## src/rtl/bloque_cargador.sv

```systemverilog
// Byte-stream loader and job sequencer for the proof-of-work search core.
// Define HASH_TIMEOUT_EN to end a job after TIMEOUT_CYCLES RUN cycles without a hit.
module bloque_cargador #(
    parameter int unsigned BLOCK_BYTES    = 12,
    parameter int unsigned TIMEOUT_CYCLES = 1048576
) (
    input  logic                     clk,
    input  logic                     reset,
    input  logic                     in_valid,
    input  logic [7:0]               in_byte,
    output logic                     in_ready,
    output logic [8*BLOCK_BYTES-1:0] bloque_bytes,
    output logic [7:0]               target,
    output logic                     core_reset,
    output logic                     inicio,
    input  logic                     terminado,
    input  logic [23:0]              hash,
    output logic                     busy,
    output logic                     done,
    output logic [23:0]              result_hash,
    output logic [31:0]              run_cycles,
    output logic                     timeout
);

    localparam int unsigned IdxW = $clog2(BLOCK_BYTES + 1);

`ifdef HASH_TIMEOUT_EN
    localparam bit TimeoutEn = 1'b1;
`else
    localparam bit TimeoutEn = 1'b0;
`endif

    typedef enum logic [1:0] {StLoad, StClear, StRun, StDone} state_e;

    state_e                   state_q, state_d;
    logic [IdxW-1:0]          idx_q, idx_d;
    logic [8*BLOCK_BYTES-1:0] bloque_q, bloque_d;
    logic [7:0]               target_q, target_d;
    logic [23:0]              result_q, result_d;
    logic [31:0]              cycles_q, cycles_d;
    logic                     timeout_q, timeout_d;
    logic                     timeout_hit;

    always_ff @(posedge clk) begin
        if (!reset) begin
            state_q   <= StLoad;
            idx_q     <= '0;
            bloque_q  <= '0;
            target_q  <= '0;
            result_q  <= '0;
            cycles_q  <= '0;
            timeout_q <= 1'b0;
        end else begin
            state_q   <= state_d;
            idx_q     <= idx_d;
            bloque_q  <= bloque_d;
            target_q  <= target_d;
            result_q  <= result_d;
            cycles_q  <= cycles_d;
            timeout_q <= timeout_d;
        end
    end

    always_comb begin
        state_d     = state_q;
        idx_d       = idx_q;
        bloque_d    = bloque_q;
        target_d    = target_q;
        result_d    = result_q;
        cycles_d    = cycles_q;
        timeout_d   = timeout_q;
        timeout_hit = 1'b0;
        unique case (state_q)
            StLoad: begin
                if (in_valid) begin
                    if (idx_q == IdxW'(BLOCK_BYTES)) begin
                        target_d = in_byte;
                        idx_d    = '0;
                        state_d  = StClear;
                    end else begin
                        // First byte of the stream lands in the most significant lane.
                        for (int k = 0; k < BLOCK_BYTES; k++) begin
                            if (idx_q == IdxW'(k)) begin
                                bloque_d[8*(BLOCK_BYTES-k)-1 -: 8] = in_byte;
                            end
                        end
                        idx_d = idx_q + IdxW'(1);
                    end
                end
            end
            StClear: begin
                cycles_d  = '0;
                timeout_d = 1'b0;
                state_d   = StRun;
            end
            StRun: begin
                cycles_d    = (cycles_q == '1) ? cycles_q : cycles_q + 32'd1;
                timeout_hit = TimeoutEn && (cycles_d >= TIMEOUT_CYCLES);
                // A hit on the same cycle as the limit counts as success.
                if (terminado) begin
                    result_d = hash;
                    state_d  = StDone;
                end else if (timeout_hit) begin
                    result_d  = hash;
                    timeout_d = 1'b1;
                    state_d   = StDone;
                end
            end
            StDone: begin
                state_d = StLoad;
            end
            default: begin
                state_d = StLoad;
            end
        endcase
    end

    assign in_ready     = (state_q == StLoad);
    assign busy         = (state_q == StClear) || (state_q == StRun);
    assign inicio       = (state_q == StRun);
    assign done         = (state_q == StDone);
    assign core_reset   = reset && (state_q != StClear);
    assign bloque_bytes = bloque_q;
    assign target       = target_q;
    assign result_hash  = result_q;
    assign run_cycles   = cycles_q;
    assign timeout      = TimeoutEn ? timeout_q : 1'b0;

endmodule

```

## config.mk

```make
export PLATFORM = sky130hd
export DESIGN_NAME = bloque_cargador
export DESIGN_NICKNAME = d
export VERILOG_FILES = /design/src/rtl/bloque_cargador.sv
export SDC_FILE = /design/constraint.sdc
export NUM_CORES = 1
export LEC_CHECK = 0
export CORE_MARGIN = 2
export CORE_UTILIZATION = 48
export DETAILED_ROUTE_END_ITERATION = 8
export PLACE_DENSITY_LB_ADDON = 0.08
export SLEW_MARGIN = 15
export SYNTH_ARGS = -nofsm -noshare
export SYNTH_HDL_FRONTEND = slang
export SYNTH_SLANG_ARGS = --single-unit
```

## constraint.sdc

```tcl
create_clock -name clk -period 2.36 [get_ports clk]
set_input_delay 0.708 -clock clk [delete_from_list [all_inputs] [get_ports clk]]
set_output_delay 0.708 -clock clk [all_outputs]
set_load 0.01 [all_outputs]
```

* Word-level counts from Yosys, hierarchy flattened *
Index checks and enable logic that the tools add are counted.
W data, S select, Z words.

storage, ports and cells
  flip-flop bits (word level) = 166
  input port bits = 36
  output and inout port bits = 166
  logic and storage cells = 70

cells by class
  add/sub/neg operators = 2
  equal/unequal tests = 21
  mux-type cells = 7
  bitwise logic cells = 1
  reductions and logical operators = 22

operators by type and width
  cell                     count
  $pmux W32 S2             1
  $reduce_and A4 Y1        12
  $add A32 B1 Y32 const B  1
  $eq A32 B32 Y1 const B   1
  $mux W32                 1
  $eq A4 B4 Y1 const B     5
  $eq A4 B3 Y1 const B     4
  $eq A4 B2 Y1 const B     2
  $pmux W2 S4              1
  $mux W2                  3
  $ne A2 B1 Y1 const B     3
  $reduce_and A2 Y1        3
  $reduce_and A3 Y1        2
  $add A4 B1 Y4 const B    1
  $eq A2 B2 Y1 const B     2
  $eq A4 B1 Y1 const B     1
  $logic_not A4 Y1         1
  $mux W4                  1
  $ne A2 B2 Y1 const B     2
  $eq A2 B1 Y1 const B     1
  $logic_not A2 Y1         1
  $reduce_bool A2 Y1       1
  $logic_and A1 B1 Y1      1
  $logic_or A1 B1 Y1       1
  $not A1 Y1               1

* Longest topological paths before layout *
  depth in word-level cells = 4
  gate-level depth with buffers = 9
  gate-level depth less buffers = 7

* Least setup slack after synthesis *
OpenSTA, ideal clock, no wires.

  path kind = in2out
  start point = input port reset
  end point = output port core_reset
  data arrival time = 1.399 ns
  required time = 1.652 ns
  slack = 0.253 ns
  stages on the path = 3
  path through = clkbuf_1 clkbuf_1 nor2b_1

between the ends
  word-level cells in the longest chain between the ends = 1

RTL lines
  item                 RTL line  text
  start: declaration   8         input logic reset,
  $logic_and A1 B1 Y1  122       assign core_reset = reset && (state_q != StClear);
  end: declaration     14        output logic core_reset,

No other way between the ends.

* Worst setup path after layout *
  start point = register state_q[0]
  end point = output port done

between the ends
  word-level cells in the longest chain between the ends = 1

RTL lines
  item                      RTL line  text
  start: declaration        35        state_e state_q, state_d;
  start signal: assignment  46        state_q <= StLoad;
  start signal: assignment  54        state_q <= state_d;
  $eq A2 B2 Y1              121       assign done = (state_q == StDone);
  end: declaration          19        output logic done,

No other way between the ends.

==> impl_metrics.csv <==
group,metric,value,unit
sta,hold_ws,0.4658,ns
placed_design,dp_hpwl,13.21,mm
setup_path,r2r-end,"run_cycles[11]",
route,route.detailed.drc,0,
cts,clkSinkCount,166,
layout,mostFrequentLayoutCell,"clkdlybuf4s50_1",
setup_path,startpoint,"state_q[0]",
sta,final-hold-violation-count,0,
yosys,synthArstFlopShare,0,
power_and_ir_drop,ir_drop,515.6,uV
layout,diodes,0,
floorplanning,die_area,15490,um^2
setup_path,startpoint_type,"register",
sta,period_needed,2.264,ns
cts,cts_tree,"built",
yosys,synthFlopType,"dfxtp_1",
yosys,synthTopCellsByArea,"dfxtp_1, mux2i_1, nor2b_1, nand2_1, a21boi_0",
placed_design,place_area,9423,um^2
power_and_ir_drop,leakage,0.003522,uW
cts,clockRootBuffer,"clkbuf_16",
layout,multiInputGateArea,3435,um^2
hold_path,holdPathStages,2,
yosys,synth_edf_count,0,
cts,clk_latency,0.43,ns
layout,nNetsFinal,966,
sta,skew,0.007793,ns
setup_path,crit_required,1.65,ns
floorplanning,rows,44,
route,ant_nets,0,
cts,clkSlewWorstSetupHoldPaths,0.07,ns
route,top_layer_used,"met4",
layout,mostFrequentLayoutCells,"clkdlybuf4s50_1, dfxtp_1, nor2b_1, mux2i_1, nand2_1",
cts,cts_buffer_depth,2,
hold_path,min_from,"result_hash[20]",
layout,num-fill-cells,1053,
route,routedWlPerCell,16.88,um
yosys,synth.top_cell.area_share,0.4772,
sta,fin_crit_sh,0.9593,
setup_path,critical_path_arrival,1.56,ns
layout,design_area,10020,um^2
layout,fin_util,0.6977,
layout,final_layout_size_suffix_gt1_frac,0.1071,
floorplanning,die_h,124.5,um
sta,fmax,0.4417,GHz
route,routed_wl,18.87,mm
sta,setup_ws,0.09615,ns
setup_path,reg2reg_slack,0.16,ns
sta,setup_tns,0,ns
yosys,yosys.area.top_type,"dfxtp_1",
yosys,syn_nets,748,
yosys,yosysSeqAreaShare,0.4772,
setup_path,endpoint_kind,"output pin",
cts,ctsHoldBuffers,0,
floorplanning,start_util,0.4847,
yosys,avgSynthCellArea,9.906,um^2
route,drt-pass1-iter-count,5,
job,cap_violations,0,
hold_path,hold_class,"reg2reg",
sta,report.final.slew_viol_count,0,
hold_path,worstHoldEndpoint,"result_hash[20]",
route,avgViaCountPerCell,5.191,
floorplanning,core_area,14370,um^2
floorplanning,dieWidth,124.5,um
global_routing,grt_max_degree,57,
route,num_vias,5804,
sta,tightestPinTransition,0.7106,ns
sta,slew_headroom,0.5262,
yosys,netlist_instances,703,
power_and_ir_drop,power.density,639.3,nW/um^2
yosys,yosysWarnings,0,
placed_design,io_buffers,200,
placed_design,place.gp.congestion,0.8687,
setup_path,regToRegStartpoint,"run_cycles[0]",
global_routing,grt_usage,0.2434,
global_routing,grt_overflow,0,
cts,numCtsBuffers,17,
placed_design,dpl_worst_slack,0.01051,ns
floorplanning,ios,202,
cts,post_cts_buffers,0,
route,m1WireLength,8.451,mm
layout,regArea,3323,um^2
yosys,ys_ff_latch,166,
route,wl_met3,1.452,mm
route,drt-initial-drc-count,309,
setup_path,ff2ff_path_depth,8,
layout,area.growth.synth_to_final,43.95,%
yosys,ys_types,56,
yosys,netlist_area,6964,um^2
setup_path,cp_max_fo,4,
sta,rsz0062_at_grt,"false",
setup_path,crit_type,"reg2out",
status,status,"completed",
global_routing,grt_antenna_before_repair,0,
sta,setup_viol,0,
global_routing,grt_pass1_wl,30.59,mm
global_routing,grt_pass1_vias,5896,
route,routed-wl-met2,8.748,mm
cts,cts_max_level,4,
[routing by layer]
layer,vias up,GRT usage
li1,2855,-
met1,2739,0.3120
met2,189,0.3889
met3,21,0.08462
met4,0,0.07138
met5,-,0
[sequential cells by signal, indices dropped and copies added (netlist names)]
name          flops
state_q           2
bloque_bytes     96
result_hash      24
run_cycles       32
idx_q             4
target            8
[area by class of cell]
class | count | area share
inverter | 8 | 0.002996
timing repair buffer | 238 | 0.2406
clock buffer | 17 | 0.04244
multi-input combinational | 490 | 0.3426
sequential | 166 | 0.3315
clock inverter | 15 | 0.01685
tap | 184 | 0.02297
[metrics by stage]
stage | total power, uW | instances
6_report | 6409 | 1118
5_1_grt | 6662 | 1118
4_1_cts | 6456 | 1118
3_5_place_dp | 3686 | 1086
3_3_place_gp | 3664 | 1086
2_1_floorplan | 3351 | 703
[worst max-delay path by stage]
stage | to | slack [ns]
after CTS | in_ready | 0.006
after global placement | bloque_bytes[59] | 0.11
final | done | 0.1
after floorplan | core_reset | 0.25
after global routing | run_cycles[11] | 0.04
after detailed placement | target[0] | 0.01
[where the power goes]
part           switching [uW]  total, uW  internal [uW]
clock                    1200       2790           1580
combinational             358        716            358
sequential               43.9       2910           2860
[cell families after synthesis]
| family | synth area share |
|---|---|
| AOI/OAI and AO/OA | 0.08749 |
| xor gates and xnor gates | 0.01006 |
| adders and majority gates | 0.01617 |
| buffers and inverters | 0.03036 |
| DFF | 0.4772 |
| muxes | 0.1538 |
| other | 0.0005385 |
| and+or+nand+nor | 0.2244 |
[Yosys cell counts, types with 4 or more instances]
| master | number |
|---|---|
| nand2_1 | 77 |
| inv_1 | 8 |
| nand3_1 | 20 |
| and2_1 | 4 |
| a21boi_0 | 24 |
| nand4_1 | 11 |
| and3_1 | 7 |
| a21oi_1 | 11 |
| clkbuf_1 | 30 |
| o31ai_1 | 10 |
| dfxtp_1 | 166 |
| buf_2 | 4 |
| o21ai_0 | 14 |
| xor2_1 | 7 |
| mux2i_1 | 107 |
| nor2b_1 | 107 |
| nor2_2 | 9 |
| ha_1 | 9 |
| nor2_1 | 20 |
| o311ai_0 | 5 |
[critical path, cell delays in order, from the launching register on]
cell and delay (ns):
dfxtp_1 0.39, ha_1 0.18, clkdlybuf4s50_1 0.57
[repair_timing]
action | 4_1_cts | 5_1_grt
endpoints found under the setup margin | 3 | 6
pin swaps | 0 | 1
resized for setup | 4 | 2
(Power assumes the default switching activity.)
